`config.mk`:
```
export PLATFORM = sky130hd
export DESIGN_NAME = instr_fetch_unit
export DESIGN_NICKNAME = d
export VERILOG_FILES = /design/src/rtl/instr_fetch_unit.sv
export SDC_FILE = /design/constraint.sdc
export NUM_CORES = 1
export LEC_CHECK = 0
export BUFFER_PORTS_ARGS = -buffer_cell sky130_fd_sc_hd__clkbuf_2
export CAP_MARGIN = 10
export CORE_MARGIN = 4
export CORE_UTILIZATION = 48
export DETAILED_ROUTE_END_ITERATION = 7
export PLACE_DENSITY = 0.91
export SYNTH_ARGS = -nofsm -noshare
export SYNTH_HDL_FRONTEND = slang
export SYNTH_SLANG_ARGS = --single-unit
```
`constraint.sdc`:
```
create_clock -name clk -period 2.9 [get_ports clk]
set_clock_uncertainty 0.1 [all_clocks]
set_input_delay 0.29 -clock clk [delete_from_list [all_inputs] [get_ports clk]]
set_output_delay 0.29 -clock clk [all_outputs]
set_load 0.01 [all_outputs]
```
`src/rtl/instr_fetch_unit.sv`:
```
// Fetch stage: PC owner, one-entry fetch register to decode; word at pc registered one edge later.
// Decode stall holds pc and the fetch register; branch flushes (1 bubble). Option: FETCH_BOUND_CHECK_EN.
module instr_fetch_unit #(
   parameter logic [31:0] RESET_PC   = 32'h0000_0000,
   parameter int          IMEM_DEPTH = 64
) (
   input  logic        clk,
   input  logic        reset_n,
   output logic [31:0] imem_addr,
   input  logic [31:0] imem_rd,
   input  logic        branch_taken,
   input  logic [31:0] branch_target,
   input  logic        id_ready,
   output logic        if_valid,
   output logic [31:0] if_instr,
   output logic [31:0] if_pc,
   output logic [31:0] if_pc_plus8,
   output logic        fetch_fault
);

   typedef enum logic [1:0] {
      S_RUN  = 2'd0,
      S_HOLD = 2'd1,
      S_HALT = 2'd2
   } state_t;

   state_t      state_q, state_d;
   logic [31:0] pc_q, pc_d;
   logic        if_valid_q, if_valid_d;
   logic [31:0] if_instr_q, if_instr_d;
   logic [31:0] if_pc_q, if_pc_d;
   logic        accept;
   logic        halted;
   logic        bound_hit;

`ifdef FETCH_BOUND_CHECK_EN
   localparam logic [31:0] PC_LIMIT = 32'(4 * IMEM_DEPTH);
   logic fetch_fault_q, fetch_fault_d;

   assign halted      = (state_q == S_HALT);
   assign bound_hit   = (pc_q >= PC_LIMIT);
   assign fetch_fault = fetch_fault_q;
`else
   assign halted      = 1'b0;
   assign bound_hit   = 1'b0;
   assign fetch_fault = 1'b0;
`endif

   assign accept = !if_valid_q || id_ready;

   always_comb begin
      state_d    = state_q;
      pc_d       = pc_q;
      if_valid_d = if_valid_q;
      if_instr_d = if_instr_q;
      if_pc_d    = if_pc_q;
`ifdef FETCH_BOUND_CHECK_EN
      fetch_fault_d = fetch_fault_q;
`endif
      if (halted) begin
         // Halt is terminal until reset; redirects are ignored here.
         state_d = S_HALT;
      end else if (branch_taken) begin
         pc_d       = branch_target & ~32'd3;
         if_valid_d = 1'b0;
         state_d    = S_RUN;
      end else if (accept) begin
         if (bound_hit) begin
`ifdef FETCH_BOUND_CHECK_EN
            fetch_fault_d = 1'b1;
`endif
            if_valid_d = 1'b0;
            state_d    = S_HALT;
         end else begin
            if_instr_d = imem_rd;
            if_pc_d    = pc_q;
            if_valid_d = 1'b1;
            pc_d       = pc_q + 32'd4;
            state_d    = S_RUN;
         end
      end else begin
         state_d = S_HOLD;
      end
   end

   always_ff @(posedge clk) begin
      if (!reset_n) begin
         state_q    <= S_RUN;
         pc_q       <= RESET_PC;
         if_valid_q <= 1'b0;
         if_instr_q <= 32'd0;
         if_pc_q    <= 32'd0;
`ifdef FETCH_BOUND_CHECK_EN
         fetch_fault_q <= 1'b0;
`endif
      end else begin
         state_q    <= state_d;
         pc_q       <= pc_d;
         if_valid_q <= if_valid_d;
         if_instr_q <= if_instr_d;
         if_pc_q    <= if_pc_d;
`ifdef FETCH_BOUND_CHECK_EN
         fetch_fault_q <= fetch_fault_d;
`endif
      end
   end

   assign imem_addr   = pc_q;
   assign if_valid    = if_valid_q;
   assign if_instr    = if_instr_q;
   assign if_pc       = if_pc_q;
   assign if_pc_plus8 = if_pc_q + 32'd8;

endmodule
```
Word level (Yosys, flattened, before mapping)
Cells that the tools add are included.
{ "totals": {"register_bits": 97, "in_bits": 68, "output_inout_bits": 130} }
{ "classes": {"add_sub_neg": 2, "n_mux": 2, "n_bitwise": 2, "n_reduce_logical": 5} }
{ "op_table": {"columns": ["operator", "n"], "rows": [
  ["$mux W32", 2],
  ["$add A32 B3 Y32 const B", 1],
  ["$add A32 B4 Y32 const B", 1],
  ["$not A1 Y1", 2],
  ["$reduce_and A2 Y1", 1],
  ["$reduce_bool A2 Y1", 1],
  ["$reduce_or A2 Y1", 1],
  ["$logic_not A1 Y1", 1],
  ["$logic_or A1 B1 Y1", 1]
]} }

Longest topological paths before layout
Gate-level depths: netlist of run 1.
{ "logic_depth": {"depth_word": 4, "depth_mapped": 7, "depth_no_buf": 6} }

Worst setup path before layout of run 1
No wires, ideal clock.
{ "synth_path": {"path_kind": "reg-to-output", "startpoint": "register if_pc_q[10], in the netlist if_pc[10]", "endpoint": "output if_pc_plus8[26]", "t_arrival_ns": 1.877, "required_time_ns": 2.510, "setup_slack_ns": 0.633, "path_stages_with_launch": 6, "path_buffers": 0, "path_cell_list": "dfxtp_1 nand4_1 or4b_1 nor4_1 nand2_1 xnor2_1"} }
{ "synth_via": {"elab_chain_cells": 1} }
{ "synth_rtl": {"columns": ["item", "line_no", "source"], "rows": [
  ["start: declaration", "31", "logic [31:0] if_pc_q, if_pc_d;"],
  ["start signal: assignment", "101", "if_pc_q <= if_pc_d;"],
  ["$add A32 B4 Y32", "112", "assign if_pc_plus8 = if_pc_q + 32'd8;"],
  ["end: declaration", "17", "output logic [31:0] if_pc_plus8,"]
]} }
Every way passes these cells.

Final worst setup path of run 1
{ "layout_path": {"startpoint": "register if_pc_q[13], in the netlist if_pc[13]", "endpoint": "output if_pc_plus8[26]"} }
Same word-level chain as after synthesis.

==> results_dict.tcl, run 1 <==
set metrics [dict create \
    dieWidth_um 105 \
    status "complete, no violations" \
    fin_area_mm2 0.00582 \
    via_per_inst 5.08 \
    first_iter_violations 260 \
    setup_violations 0 \
    ant_nets 0 \
    post-place-ws_ns 0.439 \
    synth_top_flop_cell "dfxtp_1" \
    die_h_um 105 \
    cts_max_path_buffers 2 \
    max_freq_mhz 366 \
    firstDrtPassIters 4 \
    crit_arrival_ns 2.35 \
    critPathKind "flip-flop to output port" \
    holdPathStages 3 \
    synth_top_area_share_pct 40.9 \
    fin_total_pwr_w 0.00274 \
    grt-ovfl-total 0 \
    core_area_mm2 0.00924 \
    grt_max_degree 63 \
    final_net_count 820 \
    diodes 0 \
    place_area_mm2 0.00557 \
    grtUsageTotal_pct 22.2 \
    maxCapViolCount 0 \
    hold_class "input pin to flip-flop" \
    finalNonFillerCells 884 \
    std_cell_rows 35 \
    synthArstFlopShare_pct 0 \
    num_vias 4490 \
    layout_common_cells "clkbuf_2 (188), nand2_1 (165), dfxtp_1 (90)" \
    synth_top_cell_by_area "dfxtp_1" \
    start_util_pct 49.2 \
    min_period_ns 2.74 \
    pin_count 198 \
    htreeDepth 3 \
    drcViolationCount 0 \
    slowest_delay_ns 0.64 \
    clock_sinks 93 \
    slew_headroom_pct 41.7 \
    path_depth 7 \
    ir_drop_mv 0.254 \
    hpwl_um 9340 \
    synthCells 574 \
    r2r_cells 6 \
    cts_buffers 9 \
    start_kind "flip-flop" \
    dpl.cell_count 867 \
    synth_cell_types 37 \
    cellLeakagePower_nw 2.57 \
    portBuffers 188 \
    fin_ws_ns 0.164 \
    cts_tree "yes" \
    endpoint_kind "output port" \
    grt_pass1_vias 4300 \
    wl_per_cell_um 14.0 \
    final_max_slew_viol_count 0 \
    avgSynthCellArea_um2 7.92 \
    critPathBufInv 2 \
    cp_max_fo 5 \
    fin_crit_sh_pct 94.3 \
    final_common_cell "clkbuf_2" \
    slowest_stage "or4b_4" \
    clkSlewWorstSetupHoldPaths_ns 0.10 \
    grt_pass1_wl_um 20600 \
    path_cells "nand4_1 > or4b_4 > nor4_1 > buf_4 > nand2_1 > xnor2_1 > clkbuf_2" \
    hold_viol 0 \
    power_density_mw_per_mm2 471 \
    required_ns 2.51 \
    clk_latency_ns 0.35 \
    area_delta_synth_final_pct 28.0 \
    path_delay_family "simple AND/OR/NAND/NOR gates" \
    drive_gt1_share_pct 30.3 \
    die-area_mm2 0.0111 \
    synth_edf_count 0 \
    ys.warnings.count 0 \
    fillCellCount 845 \
    synth-seq-area-share_pct 40.9 \
    finish.utilization_pct 63.0 \
    synth_area_leaders "dfxtp_1 (41%), nand2_1 (14%), a21boi_0 (10%), xnor2_1 (5.8%), xor2_1 (4.0%)" \
    root_buffer "clkbuf_8" \
    worst_pin_slew_ns 0.873 \
    gp_congestion 0.837 \
    synth-seq-cells 93 \
    drt-total-wl_um 12400 \
    antenna_found_initial 0 \
    syn_area_mm2 0.00455 \
]
cell usage after synthesis (6+ instances only):
| master | n |
|---|---|
| dfxtp_1 | 93 |
| and2_1 | 6 |
| a21oi_1 | 17 |
| a21boi_0 | 62 |
| buf_4 | 8 |
| xnor2_1 | 30 |
| clkbuf_1 | 29 |
| nand3_1 | 18 |
| and3_1 | 9 |
| o21ai_0 | 24 |
| nor2_1 | 17 |
| xor2_1 | 21 |
| nand2_1 | 166 |
| inv_1 | 7 |
| nand4_1 | 16 |
worst reg2reg max path, stage by stage (launching register included):
cell     delay (ns)
dfxtp_1        0.48
ha_1           0.27
nand3_1        0.17
or4_1          0.59
nor4_2         0.33
xnor2_1        0.16
o21ai_1        0.08
sequential cells by signal (all words and copies together), names as in the netlist:
signal     cells
if_valid       1
if_pc         30
if_instr      32
imem_addr     30
where the power goes:
part / internal, W / switching [W]
logic: 0.000170 / 0.000217
registers: 0.00135 / 0.0000864
clock network: 0.000473 / 0.000448
total: 0.00199 / 0.000751
through the flow:
stage | TNS (ns) | hold WS, ns
5_1_grt | -0.0132 | 0.0441
6_report | 0 | 0.0610
3_5_place_dp | 0 | 0.355
4_1_cts | 0 | 0.0474
2_1_floorplan | 0 | 0.327
3_3_place_gp | 0 | 0.348
repair_timing:
item                                    in CTS  in global routing
resized for setup                            0                  6
endpoints found under the setup margin       0                  6
buffers inserted                             0                  1
endpoints found under the hold margin        0                  0
hold buffers                                 0                  0
layout make-up:
type / instances / area (um2) / share of cell area, %
multi-input cells: 441 / 2530 / 43.5
flip-flops and latches: 93 / 1870 / 32.1
repair buffers: 198 / 1020 / 17.5
clock buffers: 12 / 165 / 2.84
well taps: 129 / 161 / 2.77
clock inverters: 4 / 55.1 / 0.946
inverters: 7 / 26.3 / 0.452
logic make-up (layout without fill, tap and decap cells):
| group | after synthesis | after routing | synth area share [%] |
|---|---|---|---|
| and+or+nand+nor | 265 | 265 | 27.0 |
| AOI/OAI and AO/OA | 116 | 116 | 17.1 |
| DFF | 93 | 93 | 40.9 |
| xor gates and xnor gates | 51 | 51 | 9.82 |
| buffers and inverters | 46 | 221 | 4.51 |
| adders and majority gates | 2 | 2 | 0.550 |
| other | 1 | 7 | 0.0825 |
routing by layer:
layer / vias up / routed length [um] / track usage [%]
met1: 2017 / 5220 / 27.8
met3: 21 / 1170 / 6.80
li1: 2273 / - / -
met5: - / 0 / 0
met4: 0 / 243 / 7.22
met2: 179 / 5790 / 36.3
path summary, 6_finish.rpt:
check | from | end | slack, ns
max | if_pc[13]$_SDFFE_PN0P_ | if_pc_plus8[26] | 0.16
min | imem_rd[0] | if_instr[0]$_SDFFE_PN0P_ | 0.06
max reg2reg | imem_addr[2]$_SDFFE_PN0P_ | imem_addr[30]$_SDFFE_PN0P_ | 0.62
min reg2reg | if_instr[27]$_SDFFE_PN0P_ | if_instr[27]$_SDFFE_PN0P_ | 0.36
No activity file was read; power rests on OpenSTA's default activity.
==> run 2: changes to the inputs <==
--- a/config.mk
+++ b/config.mk
@@ -5,10 +5,11 @@
 export SDC_FILE = /design/constraint.sdc
 export NUM_CORES = 1
 export LEC_CHECK = 0
+export ABC_AREA = 1
 export BUFFER_PORTS_ARGS = -buffer_cell sky130_fd_sc_hd__clkbuf_2
 export CAP_MARGIN = 10
 export CORE_MARGIN = 4
-export CORE_UTILIZATION = 48
+export CORE_UTILIZATION = 49
 export DETAILED_ROUTE_END_ITERATION = 7
 export PLACE_DENSITY = 0.91
 export SYNTH_ARGS = -nofsm -noshare
==> constraint.sdc (replaced) <==
create_clock -name clk -period 2.9 [get_ports clk]
set_clock_uncertainty 0.1 [all_clocks]
set_input_delay 0.29 -clock clk [delete_from_list [all_inputs] [get_ports clk]]
set_output_delay 0.29 -clock clk [all_outputs]
set_load 0.1 [all_outputs]
==> run 2 against run 1 <==
- critical path depth up 2
- global-route usage up 3.3 points
- synthesized cell count up 26%
- critical endpoint is now if_pc_plus8[25]
- largest cell class unchanged
==> results_dict.tcl, run 2 <==
set metrics [dict create \
    fin_total_pwr_w 0.00367 \
    die_h_um 109 \
    cellLeakagePower_nw 3.02 \
    diodes 0 \
    fin_ws_ns 0.185 \
    ys.warnings.count 0 \
    core_area_mm2 0.00982 \
    first_iter_violations 498 \
    crit_arrival_ns 2.32 \
    ir_drop_mv 0.289 \
    hold_class "input pin to flip-flop" \
    area_delta_synth_final_pct 31.0 \
    grt_pass1_wl_um 24000 \
    synthCells 723 \
    netlist_top_cells_count "nor2_1 (147), nand2_1 (129), dfxtp_1 (93), inv_1 (59), o21ai_0 (52)" \
    avgSynthCellArea_um2 6.88 \
    drt-total-wl_um 15400 \
    synth_cell_types 35 \
    post_cts_buffers 0 \
    final_common_cell "clkbuf_2" \
    setup_violations 0 \
    synth_top_area_share_pct 37.4 \
    fillCellCount 863 \
    grt_max_degree 88 \
    cts_tree "yes" \
    post-place-ws_ns 0.368 \
    finish.utilization_pct 66.3 \
    layout_common_cells "clkbuf_2 (183), nor2_1 (145), nand2_1 (129)" \
    hold_viol 0 \
    grt_pass1_vias 4762 \
    wl_per_cell_um 14.9 \
    clk_latency_ns 0.37 \
    die-area_mm2 0.0118 \
    synthArstFlopShare_pct 0 \
    grtUsageTotal_pct 25.5 \
    ant_nets 0 \
    largest_reg_flops 32 \
    min_period_ns 2.71 \
    final_max_slew_viol_count 0 \
    cp_max_fo 4 \
    synth_top_cell_by_area "dfxtp_1" \
    gp_congestion 0.921 \
    regArea_mm2 0.00187 \
    maxCapViolCount 0 \
    hpwl_um 11500 \
    synth_edf_count 0 \
    final_net_count 963 \
    rsz0062_at_grt "no" \
    fin_crit_sh_pct 93.6 \
    required_ns 2.51 \
    root_buffer "clkbuf_8" \
    synth_area_leaders "dfxtp_1 (37%), nor2_1 (11%), nand2_1 (9.7%), o21ai_0 (5.2%), nand3_1 (4.6%)" \
    cts_max_path_buffers 2 \
    cts_buffers 9 \
    num_vias 5326 \
    htreeDepth 3 \
    place_area_mm2 0.00631 \
    yosysMostFrequentCell "nor2_1" \
    power_density_mw_per_mm2 563 \
    dieWidth_um 109 \
    synth-seq-area-share_pct 37.4 \
    pin_count 198 \
    drcViolationCount 0 \
    fin_area_mm2 0.00652 \
    synth_top_flop_cell "dfxtp_1" \
    critPathKind "flip-flop to output port" \
    status "complete, no violations" \
    synth-seq-cells 93 \
    endpoint_kind "output port" \
    grt-ovfl-total 0 \
    antenna_found_initial 0 \
    max_freq_mhz 368 \
    clkSlewWorstSetupHoldPaths_ns 0.11 \
    start_util_pct 50.7 \
    start_kind "flip-flop" \
    drive_gt1_share_pct 32.0 \
    slew_headroom_pct 44.0 \
    portBuffers 188 \
    firstDrtPassIters 6 \
    multi_input_area_mm2 0.00304 \
    clock_sinks 93 \
    std_cell_rows 36 \
    syn_area_mm2 0.00497 \
    worst_pin_slew_ns 0.840 \
    via_per_inst 5.17 \
]
-- run 2: timing repair --
action,4_1_cts,5_1_grt
hold buffers,0,0
endpoints found under the setup margin,2,5
pin swaps,0,0
gates resized for setup,2,9
-- run 2: cell type report --
class	instances	area share [%]
clock buffer	9	1.90
sequential	93	28.8
tap	133	2.55
multi-input combinational	529	46.7
clock inverter	7	1.04
timing repair buffer	192	15.1
inverter	68	3.92
-- run 2: cells by family (layout without fill, tap and decap cells) --
group,count (synthesis),in the layout,synth area share [%]
compound gates,109,109,12.9
xor+xnor,26,26,4.58
fa+ha+maj,2,2,0.503
buf+inv,107,276,9.10
flops,93,93,37.4
other cells,1,7,0.0754
simple gates,385,385,35.4
-- run 2: worst paths after layout --
| path | slack (ns) | to | cells past startpoint | from |
|---|---|---|---|---|
| worst max-delay path | 0.19 | if_pc_plus8[25] | 9 | if_pc[4]$_SDFFE_PN0P_ |
| worst min-delay path | 0.06 | imem_addr[6]$_SDFFE_PN0P_ | 3 | branch_target[6] |
| worst max register to register | 0.90 | imem_addr[8]$_SDFFE_PN0P_ | 6 | if_valid$_SDFFE_PP0N_ |
| worst min register to register | 0.39 | if_instr[13]$_SDFFE_PN0P_ | 2 | if_instr[13]$_SDFFE_PN0P_ |
-- run 2: routing by layer --
metal | vias up | share of wire [%] | GRT usage, %
li1 | 2669 | - | -
met4 | 0 | 1.5 | 6.22
met3 | 27 | 7.6 | 4.62
met5 | - | 0 | 0
met1 | 2397 | 42 | 34.5
met2 | 233 | 49 | 42.3
-- run 2: critical path, stage by stage (launching register included) --
cell      delay, ns
dfxtp_2        0.37
ha_1           0.17
nand2_1        0.07
inv_2          0.07
nand4_2        0.15
nor2_4         0.21
nand3_2        0.19
nor2_2         0.24
xor2_4         0.15
clkbuf_4       0.34
-- run 2: per-stage QoR --
| step | hold WS, ns | setup TNS (ns) | instances |
|---|---|---|---|
| final | 0.0603 | 0 | 1031 |
| after global routing | 0.0528 | 0 | 1031 |
| after CTS | 0.0519 | 0 | 1031 |
| after detailed placement | 0.371 | 0 | 1015 |
| after global placement | 0.362 | 0 | 1015 |
| after floorplan | 0.339 | -0.287 | 729 |
-- run 2: power by group --
part	leakage, nW	internal, W	switching [W]
Clock	0.0993	0.000335	0.000515
Sequential	0.773	0.00137	0.000110
Combinational	2.15	0.000214	0.00113
